--- src/rtl/nibble_serial_add_ctrl.sv ---
// ---------------------------------------------------------------------------
// nibble_serial_add_ctrl
//   Sequencer that feeds a wide operand pair, one nibble per cycle (LSB
//   nibble first), into an external combinational 4-bit adder. The carry is
//   registered between nibbles, and the assembled sum plus the final carry
//   are returned over a valid/ready handshake.
//
//   Optional build macro: SUBTRACT_EN. When defined, adds input port `sub`.
//   sub=1 computes op_a - op_b as op_a + ~op_b + 1. In that case c_out=1
//   means no borrow occurred.
//
// Ports
//   clk, rst_n          clock, asynchronous active-low reset
//   in_valid/in_ready   operand handshake (op_a, op_b, c_in[, sub])
//   add_a/add_b/add_cin nibble and carry driven to the external adder
//   add_s/add_cout      combinational result returned by the adder
//   out_valid/out_ready result handshake (sum, c_out)
// ---------------------------------------------------------------------------
module nibble_serial_add_ctrl #(
    parameter int NIBBLES = 4,
    localparam int W      = 4 * NIBBLES
) (
    input  logic         clk,
    input  logic         rst_n,
    input  logic         in_valid,
    output logic         in_ready,
    input  logic [W-1:0] op_a,
    input  logic [W-1:0] op_b,
    input  logic         c_in,
`ifdef SUBTRACT_EN
    input  logic         sub,
`endif
    output logic [3:0]   add_a,
    output logic [3:0]   add_b,
    output logic         add_cin,
    input  logic [3:0]   add_s,
    input  logic         add_cout,
    output logic         out_valid,
    input  logic         out_ready,
    output logic [W-1:0] sum,
    output logic         c_out
);

    localparam int CW = (NIBBLES > 1) ? $clog2(NIBBLES) : 1;
    localparam logic [CW-1:0] LAST = CW'(NIBBLES - 1);

    typedef enum logic [1:0] {IDLE, RUN, DONE} state_t;

    state_t        state_q, state_d;
    logic [CW-1:0] cnt_q, cnt_d;
    logic          carry_q, carry_d;
    logic [W-1:0]  a_sh_q, a_sh_d;
    logic [W-1:0]  b_sh_q, b_sh_d;
    logic [W-1:0]  res_q, res_d;

    always_ff @(posedge clk or negedge rst_n) begin
        if (!rst_n) begin
            state_q <= IDLE;
            cnt_q   <= '0;
            carry_q <= 1'b0;
            a_sh_q  <= '0;
            b_sh_q  <= '0;
            res_q   <= '0;
        end else begin
            state_q <= state_d;
            cnt_q   <= cnt_d;
            carry_q <= carry_d;
            a_sh_q  <= a_sh_d;
            b_sh_q  <= b_sh_d;
            res_q   <= res_d;
        end
    end

    always_comb begin
        state_d   = state_q;
        cnt_d     = cnt_q;
        carry_d   = carry_q;
        a_sh_d    = a_sh_q;
        b_sh_d    = b_sh_q;
        res_d     = res_q;
        in_ready  = 1'b0;
        out_valid = 1'b0;
        add_a     = 4'h0;
        add_b     = 4'h0;
        add_cin   = 1'b0;
        sum       = '0;
        c_out     = 1'b0;

        case (state_q)
            IDLE: begin
                in_ready = 1'b1;
                if (in_valid) begin
                    a_sh_d  = op_a;
                    b_sh_d  = op_b;
                    carry_d = c_in;
`ifdef SUBTRACT_EN
                    // Two's-complement subtract: invert B and force carry-in.
                    if (sub) begin
                        b_sh_d  = ~op_b;
                        carry_d = 1'b1;
                    end
`endif
                    cnt_d   = '0;
                    state_d = RUN;
                end
            end

            RUN: begin
                add_a   = a_sh_q[3:0];
                add_b   = b_sh_q[3:0];
                add_cin = carry_q;
                a_sh_d  = a_sh_q >> 4;
                b_sh_d  = b_sh_q >> 4;
                carry_d = add_cout;
                // Result fills from the top; after NIBBLES shifts the first
                // captured nibble lands in bits [3:0].
                res_d          = res_q >> 4;
                res_d[W-1 -: 4] = add_s;
                cnt_d   = cnt_q + CW'(1);
                if (cnt_q == LAST) begin
                    cnt_d   = '0;
                    state_d = DONE;
                end
            end

            DONE: begin
                out_valid = 1'b1;
                sum       = res_q;
                c_out     = carry_q;
                if (out_ready) state_d = IDLE;
            end

            default: state_d = IDLE;
        endcase
    end

endmodule

--- config.mk ---
export PLATFORM = sky130hd
export DESIGN_NAME = nibble_serial_add_ctrl
export DESIGN_NICKNAME = d
export VERILOG_FILES = /design/src/rtl/nibble_serial_add_ctrl.sv
export SDC_FILE = /design/constraint.sdc
export NUM_CORES = 1
export LEC_CHECK = 0
export ABC_AREA = 1
export CORE_MARGIN = 2
export CORE_UTILIZATION = 49
export CTS_BUF_LIST = sky130_fd_sc_hd__clkbuf_16
export CTS_CLUSTER_SIZE = 30
export DETAILED_ROUTE_END_ITERATION = 16
export GPL_ROUTABILITY_DRIVEN = 1
export PLACE_DENSITY = 0.8
export SYNTH_ARGS = -nofsm -noshare
export SYNTH_HDL_FRONTEND = slang
export SYNTH_SLANG_ARGS = --single-unit
--- constraint.sdc ---
create_clock -name clk -period 1.65 [get_ports clk]
set_input_delay 0.495 -clock clk [delete_from_list [all_inputs] [get_ports clk]]
set_output_delay 0.495 -clock clk [all_outputs]
set_load 0.01 [all_outputs]
# --- After elaboration in Yosys (flattened, before gate mapping) ---
# Index checks and enable logic that the tools add are counted.
op_classes:
  n_addsub: 1
  n_eq_ne: 6
  n_mux: 20
  n_reduce_logical: 4
ops:
  columns: ["cell", "count"]
  rows:
  - ["one-hot mux 16 bit (2 select lines)", 2]
  - ["2-to-1 mux 16 bit", 3]
  - ["2-to-1 mux 2 bit", 5]
  - ["2-to-1 mux 4 bit", 2]
  - ["!= test 2 bit (second input constant)", 3]
  - ["one-hot mux 2 bit (3 select lines)", 1]
  - ["2-to-1 mux 1 bit", 5]
  - ["== test 2 bit (second input constant)", 2]
  - ["one-hot mux 2 bit (2 select lines)", 1]
  - ["AND reduction 3 bit", 1]
  - ["adder 2 x 1 -> 2 bit (second input constant)", 1]
  - ["== test 2 x 1 -> 1 bit (second input constant)", 1]
  - ["zero test 2 bit", 1]
  - ["one-hot mux 1 bit (2 select lines)", 1]
  - ["AND reduction 2 bit", 1]
  - ["nonzero test 2 bit", 1]
totals:
  reg_bits: 53
  inputBits: 42
  out_inout_bits: 28
  elab_cells: 37

# --- Depth between registers and ports, before layout ---
# Gate-level depths: netlist of run 1.
logic_depth:
  ltp_word: 3
  depth_mapped: 6
  ltp_nobuf: 5

# --- Least setup slack after synthesis of run 1 ---
# Ideal clock, no wire load.
synth_timing:
  path_type: "flip-flop to output port"
  startpoint: "register state_q[1]"
  endpoint: "output add_a[0]"
  arrival_time_ps: 997
  path_slack_ps: 158
  stages_incl_launch_ff: 6
  n_path_buf: 2
  path_cell_list: "dfrtp_1 -> inv_2 -> nand2_4 -> buf_6 -> buf_4 -> nor2_1"
synth_between:
  elab_chain_cells: 2
synth_lines:
  columns: ["element", "line", "source"]
  rows:
  - ["start: declaration", "49", "state_t state_q, state_d;"]
  - ["start signal: assignment", "65", "state_q <= state_d;"]
  - ["== test 2 x 1 -> 1 bit", "89", "case (state_q)"]
  - ["2-to-1 mux 4 bit", "89", null]
  - ["end: declaration", "33", "output logic [3:0] add_a,"]
# Every way passes these cells.

# --- Final worst setup path of run 1 ---
layout_timing:
  startpoint: "register state_q[0]"
  endpoint: "output add_cin"
layout_between:
  elab_chain_cells: 2
layout_lines:
  columns: ["element", "line", "source"]
  rows:
  - ["== test 2 x 1 -> 1 bit", "89", null]
  - ["2-to-1 mux 1 bit", "89", null]
  - ["end: declaration", "35", "output logic add_cin,"]
# Every way passes these cells.

==> results of run 1 <==
[stage by stage]
stage	setup slack, ns	area (um2)	hold slack, ns	TNS (ns)	power (mW)
after floorplan	0.1580	2700	0.1994	0	4.303
after global placement	-0.2338	3476	0.4685	-4.831	5.125
after detailed placement	-0.2985	3476	0.4725	-5.544	5.211
after CTS	-0.04407	3657	0.1810	-0.6654	6.623
after global routing	-0.09667	3714	0.2115	-1.951	7.262
final	-0.05037	3714	0.1684	-0.6635	6.720
[cells by family after synthesis]
family / count (synthesis)
compound gates: 27
flops: 53
buf+inv: 100
simple gates: 185
fa+ha+maj: 1
[synthesized netlist by cell type]
cell type / instances
buf_2: 7
buf_4: 7
buf_6: 4
clkbuf_2: 1
dfrtp_1: 53
ha_1: 1
inv_1: 79
inv_2: 2
nand2_1: 101
nand2_2: 3
nand2_4: 1
nand3_1: 52
nor2_1: 27
nor2_4: 1
o21ai_0: 17
o21ai_1: 8
o22ai_1: 2
[registers in the layout, summed over array words and instances, names as in the netlist]
name	flops
carry_q	1
res_q	16
a_sh_q	16
b_sh_q	16
state_q	2
cnt_q	2
[worst max-delay path by stage]
stage | startpoint | endpoint
detailed placement | state_q[0]$_DFFE_PN0P_ | sum[14]
global placement | state_q[0]$_DFFE_PN0P_ | c_out
finish | state_q[0]$_DFFE_PN0P_ | add_cin
global route | state_q[0]$_DFFE_PN0P_ | sum[0]
CTS | state_q[0]$_DFFE_PN0P_ | add_b[2]
floorplan | state_q[1]$_DFFE_PN0P_ | add_a[0]
[worst max-delay path: cells and delay by family (launching register included)]
kind	cells	cell delay (ns)
and+or+nand+nor	2	0.19
DFF	1	0.42
buffers and inverters	2	0.30
[cell type report]
| cell class | instances | share of cell area |
|---|---|---|
| flip-flops and latches | 53 | 0.3575 |
| multi-input cells | 216 | 0.2850 |
| inverters | 81 | 0.08389 |
| repair buffers | 89 | 0.2045 |
| clock buffers | 5 | 0.03369 |
| clock inverters | 3 | 0.01112 |
| well taps | 72 | 0.02426 |
[repair_timing]
item,in CTS,in global routing
gates resized for setup,129,19
gates cloned,3,0
setup endpoints to repair,28,36
pin swaps,4,5
setup buffers,5,1
[routing by layer]
metal  GRT usage  share of wire
met1      0.2876           0.44
met2      0.3379           0.51
met3     0.03103          0.035
met4     0.08246          0.012
met5           0              0
[power by group]
part,total [mW],switching [mW],internal [mW]
logic,3.33,2.03,1.30
clock network,1.17,0.462,0.710
registers,2.21,0.306,1.91
total,6.72,2.80,3.92
==> summary.md, run 1 <==
| Metric | Value |
|---|---|
| Post-Synth Adder-Cell Area | `0.004634` |
| Iter 0 DRT Violations | `146` |
| Drt pass-1 iters | `4` |
| Port Buf Inserts | `69` |
| First-pass GRT wire length | `10.26 mm` |
| Row count | `27` |
| Crit path kind | `register to output pin` |
| Root Buffer | `clkbuf_16` |
| Final Routed Wirelength | `6.230 mm` |
| Status | `finished, violations left` |
| Clock Skew | `0.005458 ns` |
| Nets@finish | `489` |
| Height of the die | `78.23 um` |
| Clock slew at reported path FFs | `0.06 ns` |
| Max Clock Freq | `588.1 MHz` |
| Pwr Density | `1810 mW/mm2` |
| Register bit count reported by yosys | `53` |
| Gr usage total | `0.2098` |
| Initial core utilization | `0.4995` |
| Setup ws final | `-0.05037 ns` |
| CP endpoint kind | `output pin` |
| Die area | `0.006120 mm2` |
| Worst slew pin tran | `0.5078 ns` |
| Sequential cell area | `0.001328 mm2` |
| Mapped Nets | `409` |
| Worst slew margin | `0.6615` |
| Hold Path Class | `input pin to async pin` |
| Final Util | `0.6870` |
| CTS tree | `built` |
| R2R Path End | `b_sh_q[8]$_DFFE_PN0P_` |
| Htree depth | `2` |
| Share of cells above drive strength 1 | `0.1924` |
| Congestion Overflow GR | `0` |
| Main combinational cell family by area after synthesis | `simple AND/OR/NAND/NOR gates` |
| Max stage delay cell, worst path | `dfrtp_1` |
| Fin crit share | `1.031` |
| Mean area per synthesized cell | `7.377 um2` |
| Cell taking the most area after synthesis | `dfrtp_1` |
| Required @ worst endpoint | `1.15 ns` |
| Setup crit start kind | `register` |
| Core box area | `0.005405 mm2` |
| Post-synthesis sequential area ratio | `0.4912` |
| Vias in the first global route | `2273` |
| Post-synthesis cell type count | `17` |
| Reg2Reg Setup Slack | `0.10 ns` |
| Compound-Gate Fraction of Synth Area | `0.05097` |
| Antenna violations before repair | `0` |
| Die Width | `78.23 um` |
| RSZ-0062 raised after global routing | `true` |
| P_leak | `2.016 nW` |
| Most common cell after layout, fill and taps aside | `nand2_1` |
| CP Cell Sequence | `buf_6, nand2_8, nor2_1, buf_2` |
| Top cell type's share of synthesized area | `0.4912` |
| DRC violations left | `0` |
| Post-route insts no fill | `519` |
| Max_cap viols | `0` |
| Mapped Area | `0.002700 mm2` |
| Layout fillers | `438` |
| Boundary Pins | `70` |
| Synth warnings | `0` |
| Detailed placement HPWL | `3.986 mm` |
| Synth area leaders | `dfrtp_1, nand2_1, inv_1, nand3_1, nor2_1` |
| Synth Area in XOR/XNOR | `0` |
| Commonest non-fill, non-tap cells in the layout | `nand2_1, inv_1, nand3_1, dfrtp_1, clkdlybuf4s50_1` |
| Area grow syn2layout | `37.53%` |
| Multi-input combinational cell area | `0.001059 mm2` |
| Post-route ant nets | `0` |
| Worst reg-to-reg path cell count | `8` |
| Worst vdd ir | `0.001166 V` |
| Final Hold Fails | `0` |
| Final setup violation count | `24` |
| Clock buffer count from CTS | `5` |
| WP data arrival | `1.21 ns` |
| # hold bufs at CTS | `0` |
| RePlAce Congestion | `0.7677` |
| CP peak stage delay | `0.42 ns` |
| Min Tclk post-route | `1.700 ns` |
| Synth Area in Simple Gates | `0.2896` |
| Worst Path Max Fanout | `8` |
| Drt via density | `4.767` |
| Pins over their slew limit | `0` |
| Placed insts | `503` |
| Mux contribution to synthesized area | `0` |
| Worst R2R Start | `state_q[0]$_DFFE_PN0P_` |
| Ant. Diodes | `0` |
| WL/cell | `12.00 um` |
| Failing checks | `negative setup slack` |
| Clk buf depth | `2` |
| Largest net degree at the start of global routing | `37` |
| Clk_lat worst skew | `0.29 ns` |
| DR vias | `2474` |
| # clock sinks | `53` |
| Mapped Cells | `366` |
Note: power is estimated with default switching activity, not from simulation.
==> run 2, diff against run 1 <==
--- a/config.mk
+++ b/config.mk
@@ -7,12 +7,12 @@
 export LEC_CHECK = 0
 export ABC_AREA = 1
 export CORE_MARGIN = 2
-export CORE_UTILIZATION = 49
+export CORE_UTILIZATION = 52
 export CTS_BUF_LIST = sky130_fd_sc_hd__clkbuf_16
 export CTS_CLUSTER_SIZE = 30
 export DETAILED_ROUTE_END_ITERATION = 16
 export GPL_ROUTABILITY_DRIVEN = 1
-export PLACE_DENSITY = 0.8
+export PLACE_DENSITY = 0.84
 export SYNTH_ARGS = -nofsm -noshare
 export SYNTH_HDL_FRONTEND = slang
 export SYNTH_SLANG_ARGS = --single-unit
==> constraint.sdc (replaced) <==
create_clock -name clk -period 2.1 [get_ports clk]
set_input_delay 0.63 -clock clk [delete_from_list [all_inputs] [get_ports clk]]
set_output_delay 0.63 -clock clk [all_outputs]
set_load 0.01 [all_outputs]
==> summary.md, run 2 (synthesized netlist as in run 1, its figures left out) <==
| Metric | Value |
|---|---|
| Status | `completed` |
| Clock share of power | `0.163 (-0.012)` |
| Crit path kind | `register to output pin` |
| Regs by FF count | `a_sh_q: 16 flops, b_sh_q: 16 flops, res_q: 16 flops` |
| Area grow syn2layout | `35.13%` |
| CTS tree | `built` |
| Ant. Diodes | `0 (unchanged)` |
| Clock Skew | `0.007106 ns (+0.001647 ns)` |
| DR vias | `2429 (-1.8%)` |
| Max_cap viols | `0 (unchanged)` |
| Logic pwr share | `0.480 (-0.016)` |
| Worst vdd ir | `0.0007653 V (-34%)` |
| WL/cell | `11.88 um (-1.0%)` |
| Max Clock Freq | `489.2 MHz` |
| Vias in the first global route | `2246 (-1.2%)` |
| Worst Path Max Fanout | `15 (+7)` |
| Congestion Overflow GR | `0 (unchanged)` |
| Iter 0 DRT Violations | `154 (+5.5%)` |
| Worst R2R Start | `state_q[1]$_DFFE_PN0P_` |
| DRC violations left | `0 (unchanged)` |
| Drt via density | `4.763 (about the same)` |
| Height of the die | `76.06 um (-2.8%)` |
| Post-route ant nets | `0 (unchanged)` |
| CP endpoint kind | `output pin` |
| First-pass GRT wire length | `10.01 mm (-2.4%)` |
| Setup crit start kind | `register` |
| Final Routed Wirelength | `6.060 mm (-2.7%)` |
| Fin crit share | `0.9735` |
| Multi-input combinational cell area | `945.9 um2 (-11%)` |
| Pins over their slew limit | `0 (unchanged)` |
| WP data arrival | `1.41 ns (+0.20 ns)` |
| Min Tclk post-route | `2.044 ns` |
| Boundary Pins | `70 (unchanged)` |
| Origin of the worst setup path | `state_q[0]$_DFFE_PN0P_` |
| Internal power | `2.864 mW (-27%)` |
| Clk buf depth | `2 (unchanged)` |
| Hold Path Class | `input pin to async pin` |
| Initial core utilization | `0.5321 (+0.03251)` |
| Sequential cell area | `0.001328 mm2 (unchanged)` |
| Die Width | `76.06 um (-2.8%)` |
| # clock sinks | `53 (unchanged)` |
| Clock buffer count from CTS | `5 (unchanged)` |
| Core box area | `0.005075 mm2 (-6.1%)` |
| Row count | `26 (-3.7%)` |
| Placed insts | `497 (-1.2%)` |
| Nets@finish | `482 (-1.4%)` |
| Final Hold Fails | `0 (unchanged)` |
| Detailed placement HPWL | `4.061 mm (+1.9%)` |
| Final setup violation count | `0 (-100%)` |
| P_leak | `2.117 nW (+5.0%)` |
| Root Buffer | `clkbuf_16` |
| Clock slew at reported path FFs | `0.07 ns (about the same)` |
| Gr usage total | `0.2120 (+0.002246)` |
| Die area | `0.005785 mm2 (-5.5%)` |
| Worst slew pin tran | `0.6396 ns (+0.1318 ns)` |
| RePlAce Congestion | `0.7852 (+2.3%)` |
| Clk_lat worst skew | `0.29 ns (about the same)` |
| Port Buf Inserts | `69 (unchanged)` |
| # hold bufs at CTS | `0 (unchanged)` |
| Most common cell after layout, fill and taps aside | `nand2_1` |
| Worst slew margin | `0.5736 (-0.08787)` |
| Seq pwr share | `0.357 (+0.027)` |
| Antenna violations before repair | `0 (unchanged)` |
| Post-route insts no fill | `510 (-1.7%)` |
| Required @ worst endpoint | `1.47 ns (+0.32 ns)` |
| Drt pass-1 iters | `4 (unchanged)` |
| Switching power | `2.013 mW (-28%)` |
| Share of cells above drive strength 1 | `0.08182 (-0.1106)` |
| Final TNS setup | `0 ns (+0.6635 ns)` |
| Largest net degree at the start of global routing | `37 (unchanged)` |
| Final Util | `0.7189 (+0.03190)` |
| Sw Ratio | `0.4128 (-0.003459)` |
| Htree depth | `2 (unchanged)` |
| Layout fillers | `410 (-6.4%)` |
| Commonest non-fill, non-tap cells in the layout | `nand2_1, inv_1, nand3_1, dfrtp_1, clkdlybuf4s50_1` |
| Pwr Density | `1337 mW/mm2 (-26%)` |
| Worst hold slack | `0.3524 ns (+0.1841 ns)` |
[run 2: cell types whose count changed in the layout (fill, tap and decap cells not counted), moves of 2 or more]
cell | before | now
inv_1 | 77 | 79
nor2_1 | 10 | 27
nor2_4 | 3 | 1
buf_2 | 26 | 2
clkdlybuf4s15_2 | 0 | 2
dlymetal6s2s_1 | 0 | 10
nor2_2 | 15 | 0
buf_6 | 5 | 0
clkdlybuf4s15_1 | 0 | 4
dlygate4sd2_1 | 0 | 11
nand2_8 | 4 | 1
[run 2: critical path: stages, from the launching register on]
cell           delay, ns
dfrtp_2             0.47
inv_2               0.09
nand2_4             0.07
buf_12              0.14
nor2_1              0.08
dlygate4sd2_1       0.27
[run 2: layer usage]
layer,global-route usage,part of all wire,vias to the layer above
met5,0,0,-
met4,0.05455,0.0084,0
met3,0.04739,0.040,6
met2,0.3696,0.51,56
met1,0.2691,0.44,1127
li1,-,-,1240
[run 2: what timing repair did]
action	4_1_cts	5_1_grt
resized for setup	27	16
pin swaps	1	1
endpoints found under the setup margin	27	13
setup buffers	2	3
[run 2: per-stage QoR]
stage               power [mW]  area, um2  setup WS, ns
CTS                      4.864       3575       -0.2408
detailed placement       4.038       3431      -0.04235
global route             5.317       3649     -0.001891
global placement         3.949       3431       0.05941
floorplan                3.381       2700        0.4730
finish                   4.877       3649       0.05568
[run 2: final cells by class]
cell class,count,share of cell area
Sequential cell,53,0.3639
Inverter,81,0.08333
Clock inverter,3,0.005144
Clock buffer,5,0.03429
Tap cell,70,0.02401
Timing Repair Buffer,85,0.2301
Multi-Input combinational cell,213,0.2593
[run 2: final timing paths]
check / cells after the start / slack [ns] / end
max: 5 / 0.06 / sum[2]
min reg2reg: 2 / 0.49 / res_q[5]$_DFFE_PN0N_
max in group asynchronous: 2 / 1.17 / a_sh_q[9]$_DFFE_PN0P_
min in group clk: 2 / 0.49 / res_q[5]$_DFFE_PN0N_
min: 1 / 0.35 / res_q[14]$_DFFE_PN0N_
max reg2reg: 7 / 0.59 / a_sh_q[7]$_DFFE_PN0P_
[run 2: power groups by stage]
stage                     clock network, mW  logic (mW)  registers [mW]
after floorplan                           0        1.70            1.68
after global placement                    0        2.23            1.72
after detailed placement                  0        2.30            1.74
after CTS                             0.804        2.32            1.74
after global routing                  0.852        2.67            1.79
final                                 0.796        2.34            1.74
